[config.mk]
export PLATFORM = sky130hd
export DESIGN_NAME = nanorv32_irq_ctrl_flat
export DESIGN_NICKNAME = d
export VERILOG_FILES = /design/src/rtl/nanorv32_irq_ctrl_pkg.sv /design/src/rtl/nanorv32_irq_ctrl_if.sv /design/src/rtl/nanorv32_irq_sync.sv /design/src/rtl/nanorv32_irq_ctrl.sv /design/src/flat_wrapper.sv
export SDC_FILE = /design/constraint.sdc
export NUM_CORES = 1
export LEC_CHECK = 0
export CAP_MARGIN = 20
export CELL_PAD_IN_SITES_DETAIL_PLACEMENT = 1
export CELL_PAD_IN_SITES_GLOBAL_PLACEMENT = 1
export CORE_ASPECT_RATIO = 1.75
export CORE_MARGIN = 4
export CORE_UTILIZATION = 37
export DETAILED_ROUTE_END_ITERATION = 10
export PLACE_DENSITY_LB_ADDON = 0.1
export SLEW_MARGIN = 20
export SYNTH_ARGS = -nofsm -noshare
export SYNTH_HDL_FRONTEND = slang
export SYNTH_SLANG_ARGS = --single-unit
[constraint.sdc]
create_clock -name clk -period 1.9 [get_ports clk]
set_clock_uncertainty 0.15 [all_clocks]
set_input_delay 0.38 -clock clk [delete_from_list [all_inputs] [get_ports clk]]
set_output_delay 0.38 -clock clk [all_outputs]
set_load 0.05 [all_outputs]
[src/rtl/nanorv32_irq_ctrl_pkg.sv]
// Shared constants and types for the nanorv32 interrupt controller.
// Default source count, ID width and the controller state encoding.
package nanorv32_irq_ctrl_pkg;

    localparam int NANORV32_IRQ_NB     = 8;
    localparam int NANORV32_IRQ_ID_MSB = 2;

    typedef enum logic [1:0] {
        NANORV32_IRQC_IDLE    = 2'd0,
        NANORV32_IRQC_REQ     = 2'd1,
        NANORV32_IRQC_SERVICE = 2'd2
    } irqc_state_e;

endpackage

[src/rtl/nanorv32_irq_ctrl_if.sv]
// Link between the interrupt controller (master) and the pipeline flow
// controller (slave).
interface nanorv32_irq_ctrl_if #(
    parameter int IRQ_ID_W = 3
);
    // irq is a level request held from IDLE->REQ until the cycle irq_ack is
    // sampled high; irq_id is stable for that whole window and through
    // service. irq_ack and reti_done are single-cycle pulses, and each one is
    // honoured only in the state that expects it (REQ and SERVICE).
    logic                irq;
    logic [IRQ_ID_W-1:0] irq_id;
    logic                irq_ack;
    logic                reti_done;
    logic                in_service;

    modport master (
        output irq, irq_id, in_service,
        input  irq_ack, reti_done
    );

    modport slave (
        input  irq, irq_id, in_service,
        output irq_ack, reti_done
    );
endinterface

[src/rtl/nanorv32_irq_sync.sv]
// One-bit two-flop synchroniser with a delayed copy for rising-edge detect.
module nanorv32_irq_sync (
    input  logic clk,
    input  logic rst_n,
    input  logic d,
    output logic s2,
    output logic rise
);
    logic s1;
    logic s2_d;

    always_ff @(posedge clk or negedge rst_n) begin
        if (!rst_n) begin
            s1   <= 1'b0;
            s2   <= 1'b0;
            s2_d <= 1'b0;
        end else begin
            s1   <= d;
            s2   <= s1;
            s2_d <= s2;
        end
    end

    assign rise = s2 & ~s2_d;
endmodule

[src/rtl/nanorv32_irq_ctrl.sv]
// Multi-source interrupt controller: synchronise, latch, mask, pick the
// lowest-index eligible source and track it through service (no nesting).
module nanorv32_irq_ctrl
    import nanorv32_irq_ctrl_pkg::*;
#(
    parameter int NB_IRQ   = NANORV32_IRQ_NB,
    parameter int IRQ_ID_W = NANORV32_IRQ_ID_MSB + 1
) (
    input  logic                clk,
    input  logic                rst_n,
    input  logic [NB_IRQ-1:0]   irq_src,
    input  logic [NB_IRQ-1:0]   irq_en,
    input  logic [NB_IRQ-1:0]   irq_edge,
    input  logic                sw_clr,
    input  logic [IRQ_ID_W-1:0] sw_clr_idx,
    output logic [NB_IRQ-1:0]   pending,
    output irqc_state_e         state_dbg,
    nanorv32_irq_ctrl_if.master fc
);

    logic [NB_IRQ-1:0]   s2;
    logic [NB_IRQ-1:0]   rise;
    logic [NB_IRQ-1:0]   clr;
    logic [NB_IRQ-1:0]   pending_nxt;
    logic [NB_IRQ-1:0]   eligible;
    logic [IRQ_ID_W-1:0] winner;
    irqc_state_e         state;
    logic                irq_q;
    logic [IRQ_ID_W-1:0] irq_id_q;
    logic                in_service_q;

    for (genvar g = 0; g < NB_IRQ; g++) begin : g_sync
        nanorv32_irq_sync u_sync (
            .clk   (clk),
            .rst_n (rst_n),
            .d     (irq_src[g]),
            .s2    (s2[g]),
            .rise  (rise[g])
        );
    end

    // A fresh rise beats any clear in the same cycle so no event is lost;
    // level sources simply mirror the synchronised line.
    always_comb begin
        clr         = '0;
        pending_nxt = '0;
        for (int i = 0; i < NB_IRQ; i++) begin
            clr[i] = (fc.irq_ack && (state == NANORV32_IRQC_REQ) && (irq_id_q == IRQ_ID_W'(i)))
                   || (sw_clr && (sw_clr_idx == IRQ_ID_W'(i)));
            pending_nxt[i] = irq_edge[i] ? (rise[i] | (pending[i] & ~clr[i])) : s2[i];
        end
    end

    always_ff @(posedge clk or negedge rst_n) begin
        if (!rst_n) pending <= '0;
        else        pending <= pending_nxt;
    end

    assign eligible = pending & irq_en;

    always_comb begin
        winner = '0;
        for (int i = NB_IRQ - 1; i >= 0; i--) begin
            if (eligible[i]) winner = IRQ_ID_W'(i);
        end
    end

    always_ff @(posedge clk or negedge rst_n) begin
        if (!rst_n) begin
            state        <= NANORV32_IRQC_IDLE;
            irq_q        <= 1'b0;
            irq_id_q     <= '0;
            in_service_q <= 1'b0;
        end else begin
            case (state)
                NANORV32_IRQC_IDLE: begin
                    if (eligible != '0) begin
                        state    <= NANORV32_IRQC_REQ;
                        irq_q    <= 1'b1;
                        irq_id_q <= winner;
                    end
                end
                NANORV32_IRQC_REQ: begin
                    if (fc.irq_ack) begin
                        state        <= NANORV32_IRQC_SERVICE;
                        irq_q        <= 1'b0;
                        in_service_q <= 1'b1;
                    end
                end
                NANORV32_IRQC_SERVICE: begin
                    if (fc.reti_done) begin
                        state        <= NANORV32_IRQC_IDLE;
                        in_service_q <= 1'b0;
                    end
                end
                default: begin
                    state        <= NANORV32_IRQC_IDLE;
                    irq_q        <= 1'b0;
                    in_service_q <= 1'b0;
                end
            endcase
        end
    end

    assign fc.irq        = irq_q;
    assign fc.irq_id     = irq_id_q;
    assign fc.in_service = in_service_q;
    assign state_dbg     = state;

endmodule

[src/flat_wrapper.sv]
// flat-port wrapper written by rule: the top's interface ports become plain ports
module nanorv32_irq_ctrl_flat import nanorv32_irq_ctrl_pkg::*;
#(
    parameter int NB_IRQ   = NANORV32_IRQ_NB,
    parameter int IRQ_ID_W = NANORV32_IRQ_ID_MSB + 1
)
  (clk, rst_n, irq_src, irq_en, irq_edge, sw_clr, sw_clr_idx, pending, state_dbg, fc_irq, fc_irq_id, fc_in_service, fc_irq_ack, fc_reti_done);
  nanorv32_irq_ctrl_if #(.IRQ_ID_W(IRQ_ID_W)) fc_i ();
  input  logic clk;
  input  logic rst_n;
  input  logic [NB_IRQ-1:0] irq_src;
  input  logic [NB_IRQ-1:0] irq_en;
  input  logic [NB_IRQ-1:0] irq_edge;
  input  logic sw_clr;
  input  logic [IRQ_ID_W-1:0] sw_clr_idx;
  output logic [NB_IRQ-1:0] pending;
  output irqc_state_e state_dbg;
  output wire logic [$bits(fc_i.irq)-1:0] fc_irq;
  output wire logic [$bits(fc_i.irq_id)-1:0] fc_irq_id;
  output wire logic [$bits(fc_i.in_service)-1:0] fc_in_service;
  input wire logic [$bits(fc_i.irq_ack)-1:0] fc_irq_ack;
  input wire logic [$bits(fc_i.reti_done)-1:0] fc_reti_done;
  assign fc_irq = fc_i.irq;
  assign fc_irq_id = fc_i.irq_id;
  assign fc_in_service = fc_i.in_service;
  assign fc_i.irq_ack = fc_irq_ack;
  assign fc_i.reti_done = fc_reti_done;
  nanorv32_irq_ctrl #(.NB_IRQ(NB_IRQ), .IRQ_ID_W(IRQ_ID_W)) u_core (.clk(clk), .rst_n(rst_n), .irq_src(irq_src), .irq_en(irq_en), .irq_edge(irq_edge), .sw_clr(sw_clr), .sw_clr_idx(sw_clr_idx), .pending(pending), .state_dbg(state_dbg), .fc(fc_i));
endmodule
-- Yosys cells after proc, flatten, opt, wreduce, memory -nomap -nowiden
Index checks and enable logic that the tools add are counted.
- bits in registers: 39
- bits of input ports: 32
- logic and storage cells: 150
- eq/ne operators: 19
- multiplexer cells: 26
- bitwise logic cells: 43
- reductions and logical operators: 33
- operators with widths (kind ; number):
    $eq 3x3->1 const B ; 8
    $mux 3 ; 8
    $not 1->1 ; 18
    $logic_and 1x1->1 ; 17
    $and 1x1->1 ; 16
    $eq 3x2->1 const B ; 4
    $mux 1 ; 12
    $reduce_and 3->1 ; 3
    $and 8x8->8 ; 1
    $logic_or 1x1->1 ; 8
    $or 1x1->1 ; 8
    $reduce_bool 8->1 ; 1
    $eq 3x1->1 const B ; 2
    $logic_not 3->1 ; 2
    $mux 2 ; 3
    $pmux 1 s3 ; 2
    $pmux 2 s3 ; 1
    $ne 2x2->1 const B ; 2
    $eq 2x1->1 const B ; 1
    $eq 2x2->1 const B ; 1
    $logic_not 2->1 ; 1
    $ne 2x1->1 const B ; 1
    $reduce_and 2->1 ; 1

-- Logic depth before layout (Yosys ltp)
- word-level depth: 9
- mapped depth: 4

-- Hierarchy
From an unflattened synthesis, not the netlist that was laid out.
- cell total of the unflattened synthesis: 128
- area total of the unflattened synthesis: 1531.5 sq um
- by module, submodules not included (module ; instances ; cells an instance ; area each (sq um) ; seq. area each (sq um)):
    nanorv32_irq_ctrl ; 1 ; 96 ; 820.8 ; 375.4
    nanorv32_irq_sync ; 8 ; 4 ; 88.8 ; 75.1

-- Worst setup path before layout
OpenSTA, ideal clock, no wires.
- kind: flip-flop to flip-flop
- start point: register u_core.state[1], in the netlist u_core.state_dbg[1]
- end point: register u_core.pending[3]
- arrival time: 1336 ps
- path slack: 293 ps
- stages on the path, launching flop included: 5
- buffers on the path: 0
- clock period less this slack: 1607 ps
- cells stage by stage: dfrtp_1 nand3b_2 nor2_4 nand3_1 a22o_1
- word-level cells in the longest chain between the ends: 8
- ends and longest elaborated chain (what ; line ; RTL):
    start, declared ; nanorv32_irq_ctrl.sv:27 ; irqc_state_e state;
    start signal, assigned ; nanorv32_irq_ctrl.sv:70 ; state <= NANORV32_IRQC_IDLE;
    start signal, assigned ; nanorv32_irq_ctrl.sv:78 ; state <= NANORV32_IRQC_REQ;
    start signal, assigned ; nanorv32_irq_ctrl.sv:85 ; state <= NANORV32_IRQC_SERVICE;
    $eq 2x1->1 ; nanorv32_irq_ctrl.sv:48 ; clr[i] = (fc.irq_ack && (state == NANORV32_IRQC_REQ) && (irq_id_q == IRQ_ID_W'(i)))
    $logic_and 1x1->1 (2 in series) ; nanorv32_irq_ctrl.sv:48 ;
    $logic_or 1x1->1 ; nanorv32_irq_ctrl.sv:49 ; || (sw_clr && (sw_clr_idx == IRQ_ID_W'(i)));
    $not 1->1 ; nanorv32_irq_ctrl.sv:50 ; pending_nxt[i] = irq_edge[i] ? (rise[i] | (pending[i] & ~clr[i])) : s2[i];
    $and 1x1->1 ; nanorv32_irq_ctrl.sv:50 ;
    $or 1x1->1 ; nanorv32_irq_ctrl.sv:50 ;
    $mux 1 ; nanorv32_irq_ctrl.sv:50 ;
    net u_core.pending_nxt[3] ; nanorv32_irq_ctrl.sv:24 ; logic [NB_IRQ-1:0] pending_nxt;
    end signal, assigned ; nanorv32_irq_ctrl.sv:56 ; else pending <= pending_nxt;
    end, declared ; nanorv32_irq_ctrl.sv:16 ; output logic [NB_IRQ-1:0] pending,
The timed path passes the listed nets, and every way through them passes these cells.
A chain may end at the register's enable or synchronous reset.

-- Final worst setup path
- start point: input port irq_en[7]
- end point: register u_core.state[0], in the netlist u_core.state_dbg[0]
- word-level cells in the longest chain between the ends: 4
- ends and longest elaborated chain (what ; line ; RTL):
    start, declared ; flat_wrapper.sv:12 ; input logic [NB_IRQ-1:0] irq_en;
    $and 8x8->8 ; nanorv32_irq_ctrl.sv:59 ; assign eligible = pending & irq_en;
    $reduce_bool 8->1 ; nanorv32_irq_ctrl.sv:77 ; if (eligible != '0) begin
    $ne 2x1->1 (no line) ; -- ;
    $reduce_and 3->1 (no line) ; -- ;
Every way passes these cells.

==> out/qor.yml <==
route:
  drtIter0Drc: 7
  wl_mm: 3.73
  wl_met2_mm: 2.25
  drc: 0
  dr.pass1.iters: 4
  met1_length_mm: 1.20
  top_layer: "met4"
  wl_per_cell_um: 16.3
  num_vias: 1186
  dr_wl_met3_um: 144
  viasPerCell: 5.20
  ant_nets: 0
critical_path:
  critPathMaxFanout: 3
  crit_cells: 5
  end_kind: "flip-flop"
  max_stage_delay_ps: 420
  crit_arrival_ps: 1560
  cp-start-kind: "primary input"
  rrSetupSlack_ps: 450
  required_ps: 1900
  path_cells: "clkdlybuf4s50_1 > a22oi_1 > nand4_1 > nand2_1 > o21ai_0"
  cp_top_family: "compound AO/OA/AOI/OAI gates"
  crit_buf_inv: 1
  reg2reg_depth: 4
  crit_slowest_cell: "clkdlybuf4s50_1"
  crit_type: "in2reg"
clock_network:
  cts-resized-gates: 0
  postCtsSetupBuffers: 0
  clock_sinks: 39
  cts_buffers: 5
  cts_buffer_depth: 2
  cts_root_buf: "clkbuf_8"
  htreeDepth: 2
  cts_hold_buf: 0
  clk_pin_slew_worst_paths_ps: 70
  cts_tree: "built"
  clk_latency_ps: 280
placed_design:
  gp_congestion: 0.761
  place_hpwl_mm: 3.07
  place_worst_setup_slack_ps: 34.1
  port_buffers: 46
synth:
  muxShareOfSynthArea: 0
  ys_seq_area_frac: 0.668
  synth_fa_ha_area_frac: 0
  synth_top_family_by_area: "simple AND/OR/NAND/NOR gates"
  synthXorXnorAreaFrac: 0
  synthSimpleGateAreaFrac: 0.183
  synth.distinct_cells: 24
  netlist_area_um2: 1460
  avgSynthCellArea_um2: 11.7
  synthArstFlopShare: 1.00
  synth_edf_count: 0
  synthFlopType: "dfrtp_1"
  synth_compound_area_frac: 0.147
  syn_inst: 125
  postSynthRegisterBits: 39
  synth.net_count: 157
  yosysWarnings: 0
cells_and_area:
  drive_gt1_frac: 0.161
  final.fill_count: 434
  synthToLayoutAreaGrowth_pct: 44.0
  diodes: 0
  layout.nets: 211
floorplan:
  dieHeight_um: 91.1
  fp.dieArea_um2: 5050
  die_w_um: 55.5
  coreArea_um2: 3830
  top_level_ports: 47
  rows: 30
  floorplan.initialDensity: 0.381
sta:
  hold_slack_ps: -11.2
  fin_crit_sh: 0.818
  slew_viol_final: 0
  rsz0062_at_grt: "false"
  fin_tns_setup_ps: 0
  hold_violations: 18
  finalCriticalPeriod_ps: 1550
  setup_viol: 0
  fin_ws_ps: 345
  max_slew_margin: 0.682
  fmax_ghz: 0.643
  worst_pin_slew_ps: 477
run_status:
  status: "finished with violations"
  violations: "hold timing"
power:
  p_leak_nw: 0.934
  vdd_drop_max_mv: 0.756
  power.density_nw_per_um2: 1350
grt:
  grt_max_degree: 40
  antenna_found_initial: 0
  grt_pass1_vias: 1339
  grt.total_usage: 0.161
  grt_overflow: 0
  grt_pass1_wl_mm: 6.33
run:
  drv_cap: 0
hold_path:
  hp-class: "in2async"
==> per-layer routing <==
layer	vias up	GRT usage
met1	595	0.149
met5	-	0
met3	9	0.0370
met2	32	0.310
met4	0	0.0872
li1	550	-
==> cells by family (layout without fill, tap and decap cells) <==
| logic type | Yosys count | in the layout |
|---|---|---|
| buf+inv | 1 | 56 |
| flops | 39 | 39 |
| simple gates | 55 | 55 |
| compound gates | 30 | 30 |
==> synthesized netlist by cell type, drive strengths merged (2+ instances only) <==
library cell  number  area [um^2]
nand3              5         25.0
a31oi              2         12.5
or2b               2         16.3
a221oi             3         26.3
a21o               4         30.0
a21oi              6         30.0
nor2b              5         31.3
a32o               2         20.0
nand2             33          124
nor2               5         26.3
o21ai              5         25.0
dfrtp             39          976
nand4              3         18.8
a22oi              4         35.0
==> registers in the layout (all words and copies together) (netlist names) <==
| register | count |
|---|---|
| u_core.g_sync.u_sync.s1 | 8 |
| u_core.g_sync.u_sync.s2 | 8 |
| u_core.g_sync.u_sync.s2_d | 8 |
| u_core.pending | 8 |
| u_core.fc.irq_id | 3 |
| u_core.state_dbg | 2 |
| u_core.fc.in_service | 1 |
| u_core.fc.irq | 1 |
==> area by class of cell <==
cell class | instances | area, um^2 | share of cell area
clock buffer | 6 | 72.6 | 0.0345
tap | 48 | 60.1 | 0.0286
clock inverter | 2 | 60.1 | 0.0286
sequential | 39 | 976 | 0.464
inverter | 1 | 3.75 | 0.00178
timing repair buffer | 47 | 450 | 0.214
multi-input combinational | 85 | 480 | 0.228
==> stage by stage <==
step | util | area, um^2 | instances | hold WS, ps | total power (W)
6_report | 0.549 | 2100 | 228 | -11.2 | 0.00284
5_1_grt | 0.549 | 2100 | 228 | 31.0 | 0.00300
4_1_cts | 0.549 | 2100 | 228 | 9.06 | 0.00288
3_5_place_dp | 0.515 | 1970 | 220 | 186 | 0.00208
3_3_place_gp | 0.515 | 1970 | 220 | 183 | 0.00204
2_1_floorplan | - | 1460 | 125 | -65.6 | 0.00165
==> final timing paths <==
path	startpoint	endpoint
setup / recovery	irq_en[7]	u_core.state_dbg[0]
hold / removal	rst_n	u_core.fc.irq_id[0]
setup reg to reg	u_core.state_dbg[1]	u_core.pending[3]
hold reg to reg	u_core.g_sync[3].u_sync.s1	u_core.g_sync[3].u_sync.s2
max in group asynchronous	rst_n	u_core.g_sync[5].u_sync.s2_d
min in group clk	u_core.g_sync[3].u_sync.s1	u_core.g_sync[3].u_sync.s2
==> report_power, final <==
part           total, W  switching [W]  internal [W]  leakage (nW)
registers       0.00111       0.000163      0.000950         0.455
clock network  0.000790       0.000266      0.000525        0.0654
logic          0.000935       0.000573      0.000363         0.414
total           0.00284        0.00100       0.00184         0.934
==> placed cells by master, fill, tap and decap left out <==
cell             netlist  layout
clkbuf_8               0       5
bufinv_16              0       2
o2bb2ai_1              1       1
a22oi_2                1       1
buf_2                  0       1
o21ai_0                5       5
o2111ai_1              1       1
a22oi_1                3       3
dfrtp_1               39      39
a22o_1                 1       1
a221oi_1               3       3
or2b_2                 1       1
nand3_1                5       5
o311ai_0               1       1
clkdlybuf4s50_1        0      30
buf_4                  0      14
a32o_1                 2       2
nor2_1                 4       4
buf_12                 0       2
a31oi_1                2       2
nand2_1               33      33
inv_1                  1       1
nor2_4                 1       1
a21o_1                 4       4
nor2b_1                5       5
clkbuf_1               0       1
or2b_1                 1       1
a21oi_1                6       6
nand4_1                3       3
nand3b_2               1       1
and4b_4                1       1
No activity file was read; power rests on OpenSTA's default activity.
